[src/rtl/rtl_bigreg_writer_if.sv]
// Mem-map RTL write port: one (id, data) beat per valid/ready handshake.
// The writer drives the master side; the mem map drives the slave side.
interface rtl_bigreg_writer_if #(
  parameter int ID_W          = 8,
  parameter int WD_DATA_WIDTH = 16
);
  logic                     wr_valid;
  logic                     wr_ready;
  logic [ID_W-1:0]          wr_id;
  logic [WD_DATA_WIDTH-1:0] wr_data;

  modport master (
    output wr_valid,
    output wr_id,
    output wr_data,
    input  wr_ready
  );

  modport slave (
    input  wr_valid,
    input  wr_id,
    input  wr_data,
    output wr_ready
  );
endinterface

[src/rtl/rtl_bigreg_writer.sv]
// Publishes a wide RTL value into the mem map as framed chunk writes:
// invalidate, chunks (LSB first), then validate, so the PS never sees a torn value.
module rtl_bigreg_writer #(
  parameter int DATA_WIDTH    = 32,
  parameter int WD_DATA_WIDTH = 16,
  parameter int MEM_SIZE      = 256,
  parameter int BASE_ID       = 29
) (
  input  logic                  clk,
  input  logic                  rst,
  input  logic [DATA_WIDTH-1:0] data_in,
  input  logic                  data_in_valid,
  rtl_bigreg_writer_if.master   wr,
  output logic                  busy,
  output logic [7:0]            drop_cnt
);

  localparam int ID_W    = $clog2(MEM_SIZE);
  localparam int SAMPLES = DATA_WIDTH / WD_DATA_WIDTH;
  localparam int IDX_W   = (SAMPLES > 1) ? $clog2(SAMPLES) : 1;

  localparam logic [ID_W-1:0]  VALID_ID = ID_W'(BASE_ID + SAMPLES);
  localparam logic [ID_W-1:0]  BASE     = ID_W'(BASE_ID);
  localparam logic [IDX_W-1:0] LAST_IDX = IDX_W'(SAMPLES - 1);

  typedef enum logic [1:0] {
    S_IDLE,
    S_INVAL,
    S_CHUNK,
    S_VALID
  } state_t;

  state_t                   state, state_n;
  logic [IDX_W-1:0]         idx, idx_n;
  logic [DATA_WIDTH-1:0]    shadow, shadow_n;
  logic [DATA_WIDTH-1:0]    pend, pend_n;
  logic                     pend_full, pend_full_n;
  logic [7:0]               drop_n;
  logic                     beat;
  logic                     wr_valid_n;
  logic [ID_W-1:0]          wr_id_n;
  logic [WD_DATA_WIDTH-1:0] wr_data_n;
  logic [WD_DATA_WIDTH-1:0] chunk_n;

  assign beat = wr.wr_valid & wr.wr_ready;

  always_ff @(posedge clk or posedge rst) begin
    if (rst) begin
      state      <= S_IDLE;
      idx        <= '0;
      shadow     <= '0;
      pend       <= '0;
      pend_full  <= 1'b0;
      drop_cnt   <= '0;
      busy       <= 1'b0;
      wr.wr_valid <= 1'b0;
      wr.wr_id   <= '0;
      wr.wr_data <= '0;
    end else begin
      state      <= state_n;
      idx        <= idx_n;
      shadow     <= shadow_n;
      pend       <= pend_n;
      pend_full  <= pend_full_n;
      drop_cnt   <= drop_n;
      busy       <= wr_valid_n;
      wr.wr_valid <= wr_valid_n;
      wr.wr_id   <= wr_id_n;
      wr.wr_data <= wr_data_n;
    end
  end

  always_comb begin
    state_n     = state;
    idx_n       = idx;
    shadow_n    = shadow;
    pend_n      = pend;
    pend_full_n = pend_full;
    drop_n      = drop_cnt;
    wr_valid_n  = 1'b0;
    wr_id_n     = '0;
    wr_data_n   = '0;
    chunk_n     = '0;

    unique case (state)
      S_IDLE: begin
        if (data_in_valid) begin
          shadow_n = data_in;
          state_n  = S_INVAL;
        end
      end
      S_INVAL: begin
        if (beat) begin
          state_n = S_CHUNK;
          idx_n   = '0;
        end
      end
      S_CHUNK: begin
        if (beat) begin
          if (idx == LAST_IDX) state_n = S_VALID;
          else idx_n = idx + IDX_W'(1);
        end
      end
      S_VALID: begin
        if (beat) begin
          // A same-cycle offer is newer than anything pending
          if (data_in_valid || pend_full) begin
            shadow_n    = data_in_valid ? data_in : pend;
            pend_full_n = 1'b0;
            state_n     = S_INVAL;
          end else begin
            state_n = S_IDLE;
          end
        end
      end
      default: state_n = S_IDLE;
    endcase

    if (state != S_IDLE && data_in_valid) begin
      if (!(state == S_VALID && beat)) begin
        pend_n      = data_in;
        pend_full_n = 1'b1;
      end
      if (pend_full && drop_cnt != 8'hFF) drop_n = drop_cnt + 8'd1;
    end

    for (int i = 0; i < SAMPLES; i++) begin
      if (idx_n == IDX_W'(i))
        chunk_n = shadow_n[i*WD_DATA_WIDTH +: WD_DATA_WIDTH];
    end

    wr_valid_n = (state_n != S_IDLE);
    unique case (state_n)
      S_INVAL: wr_id_n = VALID_ID;
      S_CHUNK: begin
        wr_id_n   = BASE + ID_W'(idx_n);
        wr_data_n = chunk_n;
      end
      S_VALID: begin
        wr_id_n   = VALID_ID;
        wr_data_n = WD_DATA_WIDTH'(1);
      end
      default: begin
        wr_id_n   = '0;
        wr_data_n = '0;
      end
    endcase
  end

endmodule

[src/flat_wrapper.sv]
// flat-port wrapper written by rule: the top's interface ports become plain ports
module rtl_bigreg_writer_flat 
#(
  parameter int DATA_WIDTH    = 32,
  parameter int WD_DATA_WIDTH = 16,
  parameter int MEM_SIZE      = 256,
  parameter int BASE_ID       = 29
)
  (clk, rst, data_in, data_in_valid, busy, drop_cnt, wr_wr_valid, wr_wr_id, wr_wr_data, wr_wr_ready);
  rtl_bigreg_writer_if #(.ID_W(8), .WD_DATA_WIDTH(WD_DATA_WIDTH)) wr_i ();
  input  logic clk;
  input  logic rst;
  input  logic [DATA_WIDTH-1:0] data_in;
  input  logic data_in_valid;
  output logic busy;
  output logic [7:0] drop_cnt;
  output wire logic [$bits(wr_i.wr_valid)-1:0] wr_wr_valid;
  output wire logic [$bits(wr_i.wr_id)-1:0] wr_wr_id;
  output wire logic [$bits(wr_i.wr_data)-1:0] wr_wr_data;
  input wire logic [$bits(wr_i.wr_ready)-1:0] wr_wr_ready;
  assign wr_wr_valid = wr_i.wr_valid;
  assign wr_wr_id = wr_i.wr_id;
  assign wr_wr_data = wr_i.wr_data;
  assign wr_i.wr_ready = wr_wr_ready;
  rtl_bigreg_writer #(.DATA_WIDTH(DATA_WIDTH), .WD_DATA_WIDTH(WD_DATA_WIDTH), .MEM_SIZE(MEM_SIZE), .BASE_ID(BASE_ID)) u_core (.clk(clk), .rst(rst), .data_in(data_in), .data_in_valid(data_in_valid), .wr(wr_i), .busy(busy), .drop_cnt(drop_cnt));
endmodule
[config.mk]
export PLATFORM = sky130hd
export DESIGN_NAME = rtl_bigreg_writer_flat
export DESIGN_NICKNAME = d
export VERILOG_FILES = /design/src/rtl/rtl_bigreg_writer_if.sv /design/src/rtl/rtl_bigreg_writer.sv /design/src/flat_wrapper.sv
export SDC_FILE = /design/constraint.sdc
export NUM_CORES = 1
export LEC_CHECK = 0
export ABC_AREA = 1
export BUFFER_PORTS_ARGS = -buffer_cell sky130_fd_sc_hd__buf_2
export CORE_ASPECT_RATIO = 1.75
export CORE_UTILIZATION = 60
export CTS_CLUSTER_SIZE = 12
export DETAILED_ROUTE_END_ITERATION = 8
export PLACE_DENSITY = 0.81
export SLEW_MARGIN = 30
export SYNTH_ARGS = -nofsm -noshare
export SYNTH_HDL_FRONTEND = slang
export SYNTH_SLANG_ARGS = --single-unit
export TNS_END_PERCENT = 1
[constraint.sdc]
create_clock -name clk -period 7.4 [get_ports clk]
set_input_delay 0.74 -clock clk [delete_from_list [all_inputs] [get_ports clk]]
set_output_delay 0.74 -clock clk [all_outputs]
set_load 0.05 [all_outputs]
# After elaboration in Yosys (flattened, before gate mapping)
# Index checks and enable logic that the tools add are counted.
# word_totals
register_bits	101
input_bits	36
output_inout_bits	34
word_cells	55
# op_classes
add_sub_neg	3
n_eq_ne	7
muxes	24
bitwise	2
reduce_logical	10
# op_table
cell	n
two-way mux 32 bit	4
case mux 32 bit (2 select lines)	1
case mux 16 bit (2 select lines)	1
two-way mux 16 bit	1
case mux 8 bit (2 select lines)	1
two-way mux 2 bit	5
two-way mux 1 bit	9
adder 8 x 1 -> 8 bit, second input constant	1
== test 2 bit, second input constant	4
!= test 8 bit, second input constant	1
case mux 2 bit (4 select lines)	1
adder 5 x 1 -> 6 bit, first input constant	1
== test 2 x 1 -> 1 bit, second input constant	2
AND reduction 2 bit	2
nonzero test 2 bit	2
logical AND 1 bit	3
zero test 2 bit	1
case mux 1 bit (2 select lines)	1
OR reduction 2 bit	1
adder 1 bit, second input constant	1
AND 1 bit	1
logical OR 1 bit	1
NOT 1 bit	1

# Logic depth before layout (Yosys ltp)
# Gate-level depths: netlist of run 1.
# depth
depth_word	7
depth_mapped	13
ltp_nobuf	11

# Worst setup path after synthesis of run 1
# OpenSTA, ideal clock, no wires.
# synth_path
path_type	register -> register
from	register u_core.wr.wr_id[3] (netlist name)
to	register u_core.pend[4]
setup_time_ns	0.125
arrival_time_ns	1.783
required_ns	7.275
slack_ns	5.492
path_stages_with_launch	7
path_buffers	1
period_less_slack_ns	1.908
path_cell_list	dfrtp_1 > nand2_2 > inv_1 > nand2_1 > nand2_2 > buf_2 > mux2_2
# synth_lines
element	line	rtl
end signal, assigned	rtl_bigreg_writer.sv:63	pend <= pend_n;
end, declared	rtl_bigreg_writer.sv:36	logic [DATA_WIDTH-1:0] pend, pend_n;

# Worst setup path after layout of run 1
# layout_path
from	input port data_in_valid
to	register u_core.pend[10]
# layout_via
elab_chain_cells	2
# layout_rtl
element	line	rtl
start, declared	flat_wrapper.sv:14	input logic data_in_valid;
logical AND 1 bit	rtl_bigreg_writer.sv:119	if (state != S_IDLE && data_in_valid) begin
AND reduction 2 bit (no source line)	--	
# Every way passes these cells.
# A chain may end at the register's enable or synchronous reset.

==> impl_metrics.yaml, run 1 <==
timing:
  worst_pin_slew_ns: 0.881
  slew_headroom_pct: 41.1
  timing.final.hold_violations: 0
  clock.fmax_ghz: 0.281
  slew_viol_final: 0
  finalCriticalPeriod_ns: 3.56
  rsz0062_at_grt: "false"
  fin_skew_ns: 0.00669
  final.period_utilization_pct: 48.1
  setup_violations: 0
  setup_tns_ns: 0
place:
  numPortBuffers: 66
  gp_congestion: 0.882
  placed_cell_area_um2: 5350
  dpl.hpwl_um: 7550
drt:
  highest_layer: "met4"
  postRouteWirelength_um: 11800
  vias: 4447
  detail_route.vias_per_cell: 5.81
  drc: 0
  ant_nets: 0
  drtIter0Drc: 389
  met2_length_um: 6190
  routed-wl-met3_um: 625
  dr.pass1.iters: 5
  wl_met1_um: 4760
  wl_per_cell_um: 15.4
synth:
  postSynthCellCount: 626
  synth-seq-cells: 95
  seq_area_frac_synth_pct: 46.8
  ys_warn_count: 0
  yosysUniqueCellTypes: 29
  synth_area_um2: 5080
  synth.avg_cell_area_um2: 8.11
die:
  initial_core_util_pct: 61.5
  die_x_um: 71.5
  die_area_um2: 8850
  dieHeight_um: 124
  io_pins: 70
  rows: 44
  core_um2: 8260
setup_path:
  cp_max_fo: 61
  crit_required_ns: 7.63
  path_buf_inv: 2
  arrival_ns: 3.79
  crit_path_start_kind: "primary input"
  slowest_delay_ns: 0.92
  crit_path_cell_trace: "buf_2 > clkinv_2 > nor2_2 > nand2_2 > mux2_1"
  slowest_stage: "clkinv_2"
  cp_top_family: "buffers and inverters"
  crit_path_end_kind: "flip-flop"
  crit_type: "primary input to flip-flop"
clocking:
  cts-resized-gates: 0
  insertion_delay_ns: 0.35
  cts_buffer_depth: 2
  cts.sinks: 95
  cts_max_level: 3
  cts_hold_buf: 0
  postCtsSetupRepairBufs: 0
  clock-root-buffer: "clkbuf_16"
  cts_inserted_buffers: 9
  clkTransAtPathRegs_ns: 0.07
  cts_tree: "yes"
final_layout:
  syn2layout_area_growth_pct: 10.8
  layout_commonest_cell: "nand2_1"
  antenna_cells: 0
  fin_area_um2: 5620
  mostFrequentLayoutCells: "213 x nand2_1, 95 x dfrtp_1, 67 x a21oi_1"
  layout-drive-gt1-share_pct: 17.5
  n_fill_cell: 645
  fin_nets: 710
global_route:
  grt.total_usage_pct: 28.2
  grt_max_degree: 62
  antenna_found_initial: 0
  grt_overflow: 0
  grt_pass1_vias: 4423
  grt_pass1_wl_um: 19500
power_and_ir_drop:
  power_mw: 2.86
  leakagePower_nw: 2.82
  ir_worst_vdd_v: 0.000315
  power.density_nw_per_um2: 508
hold_path:
  min_path_type: "primary input to asynchronous set/reset pin"
run_status:
  outcome: "finished clean"
run:
  drv_cap: 0
[final cells by class]
| class | instances | area (um^2) | share of cell area [%] |
|---|---|---|---|
| flip-flops and latches | 95 | 2380 | 42.3 |
| multi-input cells | 465 | 2370 | 42.1 |
| repair buffers | 72 | 388 | 6.90 |
| clock buffers | 12 | 246 | 4.38 |
| well taps | 92 | 115 | 2.05 |
| inverters | 25 | 97.6 | 1.74 |
| clock inverters | 4 | 30.0 | 0.534 |
[synth_stat cells (all sizes together)]
cell type | instances | area [um^2]
clkbuf | 11 | 41.3
buf | 32 | 201
o211ai | 28 | 210
dfrtp | 95 | 2380
a21oi | 70 | 377
nand3 | 38 | 200
mux2 | 28 | 315
inv | 25 | 93.8
conb | 1 | 3.75
nand4 | 2 | 12.5
xor2 | 3 | 26.3
o21ai | 14 | 70.1
nor2 | 51 | 204
xnor2 | 4 | 35.0
ha | 6 | 75.1
a21boi | 2 | 15.0
nand2 | 216 | 818
[flip-flops by register name, indices dropped and copies added (netlist names)]
| name | flops |
|---|---|
| u_core.shadow | 32 |
| u_core.wr.wr_data | 16 |
| u_core.wr.wr_id | 3 |
| u_core.idx | 1 |
| u_core.drop_cnt | 8 |
| u_core.pend_full | 1 |
| u_core.pend | 32 |
| u_core.state | 2 |
[routing by layer]
layer	up-vias	global-route usage, %
met5	-	0
met4	0	15.3
met3	28	4.94
met2	168	49.6
met1	2122	32.5
li1	2129	-
[path summary, 6_finish.rpt]
check                                        end  slack, ns  cells past startpoint       startpoint
min in group clk                  u_core.pend[5]       0.50                      1   u_core.pend[5]
hold reg to reg                   u_core.pend[5]       0.50                      1   u_core.pend[5]
max in group asynchronous      u_core.shadow[30]       6.09                      4              rst
setup reg to reg           u_core.wr.wr_data[11]       4.85                     11  u_core.state[0]
setup / recovery                 u_core.pend[10]       3.84                      5    data_in_valid
hold / removal                   u_core.pend[11]       0.31                      2              rst
[power breakdown]
part	total, mW	internal, mW	switching [mW]
clock network	0.440	0.239	0.201
registers	0.921	0.772	0.149
logic	1.50	0.462	1.04
total	2.86	1.47	1.39
[cell families (layout without fill, tap and decap cells)]
| family | after synthesis | count (layout) | share of synthesized area [%] |
|---|---|---|---|
| AOI/OAI and AO/OA | 114 | 114 | 13.2 |
| xor gates and xnor gates | 7 | 7 | 1.21 |
| adders and majority gates | 6 | 6 | 1.48 |
| buffers and inverters | 68 | 113 | 6.63 |
| DFF | 95 | 95 | 46.8 |
| muxes | 28 | 28 | 6.21 |
| other | 1 | 3 | 0.0739 |
| and+or+nand+nor | 307 | 307 | 24.3 |
[stage by stage]
stage                     hold slack, ns  utilization [%]  std cells  setup slack, ns
after floorplan                    0.465                -        628             4.18
after global placement             0.474             64.5        748             3.94
after detailed placement           0.482             64.7        749             3.87
after CTS                          0.317             68.1        765             4.23
after global routing               0.331             68.1        765             3.61
final                              0.306             68.1        765             3.84
Note: power is estimated with default switching activity, not from simulation.
==> run 2: changes to the inputs <==
--- a/config.mk
+++ b/config.mk
@@ -8,10 +8,10 @@
 export ABC_AREA = 1
 export BUFFER_PORTS_ARGS = -buffer_cell sky130_fd_sc_hd__buf_2
 export CORE_ASPECT_RATIO = 1.75
-export CORE_UTILIZATION = 60
+export CORE_UTILIZATION = 58
 export CTS_CLUSTER_SIZE = 12
 export DETAILED_ROUTE_END_ITERATION = 8
-export PLACE_DENSITY = 0.81
+export PLACE_DENSITY = 0.78
 export SLEW_MARGIN = 30
 export SYNTH_ARGS = -nofsm -noshare
 export SYNTH_HDL_FRONTEND = slang
==> constraint.sdc (replaced) <==
create_clock -name clk -period 3.4 [get_ports clk]
set_input_delay 0.34 -clock clk [delete_from_list [all_inputs] [get_ports clk]]
set_output_delay 0.34 -clock clk [all_outputs]
set_load 0.05 [all_outputs]
==> impl_metrics.yaml, run 2 (same netlist as run 1, synthesis figures left out) <==
clocking:
  cts-resized-gates: 0
  cts_tree: "yes"
  cts_max_level: 3
  cts_buffer_depth: 2
  clock-root-buffer: "clkbuf_16"
  cts_inserted_buffers: 9
  postCtsSetupRepairBufs: 0
  insertion_delay_ns: 0.35
  cts_hold_buf: 0
  clkTransAtPathRegs_ns: 0.07
  cts.sinks: 95
power_and_ir_drop:
  power.density_nw_per_um2: 1100
  ir_worst_vdd_v: 0.000723
  leakagePower_nw: 2.85
hold_path:
  min_path_type: "primary input to asynchronous set/reset pin"
die:
  initial_core_util_pct: 60.7
  core_um2: 8370
  io_pins: 70
  die_x_um: 72.7
  rows: 44
  dieHeight_um: 126
  die_area_um2: 9140
drt:
  detail_route.vias_per_cell: 5.50
  wl_per_cell_um: 14.5
  dr.pass1.iters: 5
  postRouteWirelength_um: 11500
  drtIter0Drc: 301
  vias: 4353
  ant_nets: 0
  drc: 0
setup_path:
  cp_max_fo: 32
  crit_required_ns: 3.68
  crit_type: "flip-flop to flip-flop"
  worst-r2r-cell-count: 11
  cp_top_family: "buffers and inverters"
  arrival_ns: 2.78
  crit_path_end_kind: "flip-flop"
  regToRegSetupSlack_ns: 0.90
  crit_path_cell_trace: "inv_1 > ha_1 > inv_2 > nor2_1 > nand2_1 > nand2_1 > inv_2 > nand3_2 > a21oi_4 > nand2_1 > nand2_1"
  cpMostUsedCell: "nand2_1"
  path_buf_inv: 3
  crit_path_start_kind: "flip-flop"
  r2r_start: "u_core.state[0]"
  slowest_stage: "inv_2"
  slowest_delay_ns: 0.47
  r2r-end: "u_core.wr.wr_data[14]"
final_layout:
  syn2layout_area_growth_pct: 12.1
  fin_nets: 713
  layout-drive-gt1-share_pct: 18.2
  instances_no_fill: 791
  layout_commonest_cell: "nand2_1"
  mostFrequentLayoutCells: "213 x nand2_1, 95 x dfrtp_1, 67 x a21oi_1"
  antenna_cells: 0
  reg_top3: "u_core.pend (32), u_core.shadow (32), u_core.wr.wr_data (16)"
place:
  dpl.hpwl_um: 7860
  gp_congestion: 0.864
  numPortBuffers: 66
  place_inst: 775
timing:
  worst_pin_slew_ns: 0.830
  final.period_utilization_pct: 73.4
  timing.final.hold_violations: 0
  finalCriticalPeriod_ns: 2.50
  rsz0062_at_grt: "false"
  clock.fmax_ghz: 0.401
  setup_tns_ns: 0
  setup_violations: 0
  slew_viol_final: 0
  slew_headroom_pct: 44.5
  fin_skew_ns: 0.00843
global_route:
  grt_pass1_vias: 4352
  grt_pass1_wl_um: 19300
  grt.total_usage_pct: 27.0
  grt_overflow: 0
  grt_max_degree: 45
  antenna_found_initial: 0
run_status:
  outcome: "finished clean"
run:
  drv_cap: 0
==> run 2: changes by cell type in the layout (fill, tap and decap cells not counted), sizes merged <==
cell    previous run  this run
buf               72        75
clkbuf            12         9
inv               25        28
bufinv             0         1
clkinv             3         2
==> run 2: final cells by class <==
class,instances,area (um^2)
Sequential cell,95,2380
Clock buffer,9,225
Fill cell,717,2680
Tap cell,115,144
Timing Repair Buffer,75,398
Inverter,25,96.3
Multi-Input combinational cell,465,2370
Clock inverter,7,77.6
==> run 2: how the worst max path moves through the flow <==
stage,from,to,slack (ns),depth (start not counted)
6_report,u_core.state[0],u_core.wr.wr_data[14],0.90,11
5_1_grt,u_core.state[0],u_core.wr.wr_data[14],0.75,11
4_1_cts,u_core.state[0],u_core.wr.wr_data[14],0.94,11
3_5_place_dp,data_in_valid,u_core.pend[21],0.92,5
3_3_place_gp,data_in_valid,u_core.pend[12],1.01,5
2_1_floorplan,rst,u_core.drop_cnt[0],0.58,1
==> run 2: per-layer routing <==
metal | global-route usage (%) | vias to the layer above | share of wire, %
met5 | 0 | - | 0
met4 | 14.2 | 0 | 3.3
li1 | - | 2138 | -
met3 | 4.96 | 33 | 4.2
met2 | 45.5 | 135 | 51
met1 | 32.2 | 2047 | 42
==> run 2: where the power goes <==
| part | internal, mW | leakage (nW) | switching [mW] | total (mW) |
|---|---|---|---|---|
| logic | 1.01 | 1.55 | 2.22 | 3.22 |
| registers | 1.68 | 1.15 | 0.330 | 2.01 |
| clock network | 0.577 | 0.147 | 0.438 | 1.02 |
==> run 2: metrics by stage <==
stage	area [um^2]	hold slack, ns	total power [mW]	util (%)	setup slack [ns]
2_1_floorplan	5080	0.465	4.53	-	0.583
3_3_place_gp	5390	0.425	5.08	64.4	1.01
3_5_place_dp	5390	0.430	5.20	64.4	0.921
4_1_cts	5690	0.0679	6.25	68.0	0.935
5_1_grt	5690	0.0968	6.75	68.0	0.753
6_report	5690	0.0455	6.25	68.0	0.904
==> run 3: changes to the inputs <==
--- a/config.mk
+++ b/config.mk
@@ -8,10 +8,10 @@
 export ABC_AREA = 1
 export BUFFER_PORTS_ARGS = -buffer_cell sky130_fd_sc_hd__buf_2
 export CORE_ASPECT_RATIO = 1.75
-export CORE_UTILIZATION = 58
+export CORE_UTILIZATION = 52
 export CTS_CLUSTER_SIZE = 12
 export DETAILED_ROUTE_END_ITERATION = 8
-export PLACE_DENSITY = 0.78
+export PLACE_DENSITY = 0.74
 export SLEW_MARGIN = 30
 export SYNTH_ARGS = -nofsm -noshare
 export SYNTH_HDL_FRONTEND = slang
==> constraint.sdc (replaced) <==
create_clock -name clk -period 2.2 [get_ports clk]
set_input_delay 0.22 -clock clk [delete_from_list [all_inputs] [get_ports clk]]
set_output_delay 0.22 -clock clk [all_outputs]
set_load 0.05 [all_outputs]
==> impl_metrics.yaml, run 3 (same netlist as run 1, synthesis figures left out) <==
die:
  core_um2: 9470
  io_pins: 70
  die_x_um: 76.7
  die_area_um2: 10200
  dieHeight_um: 133
  rows: 47
  initial_core_util_pct: 53.6
timing:
  slew_headroom_pct: 57.8
  fin_skew_ns: 0.00574
  setup_tns_ns: 0
  final.period_utilization_pct: 91.4
  timing.final.hold_violations: 0
  setup_slack_ns: 0.190
  finalCriticalPeriod_ns: 2.01
  clock.fmax_ghz: 0.498
  worst_pin_slew_ns: 0.632
  setup_violations: 0
  slew_viol_final: 0
  rsz0062_at_grt: "false"
setup_path:
  slowest_stage: "dfrtp_1"
  cpMostUsedCell: "nand2_1"
  slowest_delay_ns: 0.42
  crit_path_cell_trace: "inv_1 > ha_1 > inv_2 > o21ai_1 > nand2_1 > inv_2 > nand3_2 > a21oi_4 > nand2_1 > nand2_1"
  crit_required_ns: 2.48
  cp_max_fo: 15
  crit_path_start_kind: "flip-flop"
  crit_path_end_kind: "flip-flop"
  crit_type: "flip-flop to flip-flop"
  arrival_ns: 2.29
global_route:
  grt_max_degree: 45
  grt_pass1_wl_um: 21200
  grt_pass1_vias: 4486
  grt.total_usage_pct: 26.6
  grt_overflow: 0
  antenna_found_initial: 0
clocking:
  cts_tree: "yes"
  cts_buffer_depth: 2
  insertion_delay_ns: 0.34
  cts_inserted_buffers: 9
  cts_max_level: 3
  clock-root-buffer: "clkbuf_16"
  cts-resized-gates: 0
  clkTransAtPathRegs_ns: 0.07
  cts.sinks: 95
final_layout:
  regArea_um2: 2380
  final_util_pct: 61.7
  mostFrequentLayoutCells: "213 x nand2_1, 95 x dfrtp_1, 67 x a21oi_1"
  reg_top3: "u_core.pend (32), u_core.shadow (32), u_core.wr.wr_data (16)"
  antenna_cells: 0
  layout_commonest_cell: "nand2_1"
  multi_input_area_um2: 2370
  syn2layout_area_growth_pct: 15.1
  n_fill_cell: 815
  fin_nets: 725
  layout-drive-gt1-share_pct: 19.0
drt:
  detail_route.vias_per_cell: 5.56
  wl_per_cell_um: 15.7
  drtIter0Drc: 334
  vias: 4506
  drc: 0
  postRouteWirelength_um: 12700
  ant_nets: 0
  dr.pass1.iters: 5
power_and_ir_drop:
  power.density_nw_per_um2: 1730
  leakagePower_nw: 2.92
  ir_worst_vdd_v: 0.000857
  power_mw: 10.1
hold_path:
  min_path_type: "primary input to flip-flop"
place:
  dpl.hpwl_um: 8980
  dp_worst_setup_slack_ns: 0.232
  gp_congestion: 0.867
  numPortBuffers: 66
run_status:
  outcome: "finished clean"
run:
  drv_cap: 0
-- run 3: what timing repair did --
action,in CTS,in global routing
setup endpoints to repair,0,1
setup buffers,0,2
endpoints found under the hold margin,24,0
hold buffers,1,0
-- run 3: metrics by stage --
step / cell area, um^2 / hold WS (ns) / cells
2_1_floorplan: 5090 / 0.352 / 628
3_3_place_gp: 5530 / 0.332 / 791
3_5_place_dp: 5530 / 0.332 / 791
4_1_cts: 5830 / 0.0966 / 808
5_1_grt: 5840 / 0.101 / 810
6_report: 5840 / 0.103 / 810
-- run 3: worst paths after layout --
kind                                      start              endpoint  slack [ns]  cells past startpoint
worst max-delay path            u_core.state[0]  u_core.wr.wr_data[8]        0.19                     10
worst min-delay path                 data_in[6]        u_core.pend[6]        0.10                      2
worst max register to register  u_core.state[0]  u_core.wr.wr_data[8]        0.19                     10
worst min register to register  u_core.pend[17]       u_core.pend[17]        0.49                      1
max in group asynchronous                   rst     u_core.shadow[30]        1.10                      4
min in group asynchronous                   rst       u_core.pend[12]        0.50                      3
-- run 3: layer usage --
metal / vias up / GRT usage, % / share of wire, %
met1: 2151 / 30.2 / 39
met2: 154 / 47.2 / 53
met4: 0 / 14.4 / 4.2
met5: - / 0 / 0
met3: 36 / 4.00 / 4.2
li1: 2165 / - / -
-- run 3: power by group --
part           internal, mW  total, mW  switching [mW]
logic                  1.76       5.42            3.67
clock network         0.912       1.56           0.647
registers              2.60       3.10           0.499
total                  5.27       10.1            4.81
-- run 3: final cells by class --
type | instances | share of cell area, %
clock buffers | 13 | 4.28
well taps | 122 | 2.61
inverters | 25 | 1.67
multi-input cells | 465 | 40.6
flip-flops and latches | 95 | 40.7
repair buffers | 87 | 9.46
clock inverters | 3 | 0.728
-- run 3: worst max-delay path, delay by kind of cell, from the launching register on --
kind | cells | cell delay [ns]
AO/OA/AOI/OAI | 2 | 0.47
AND/OR/NAND/NOR | 4 | 0.43
flip-flops | 1 | 0.42
adder cells (fa/ha/maj) | 1 | 0.36
buffers and inverters | 3 | 0.28
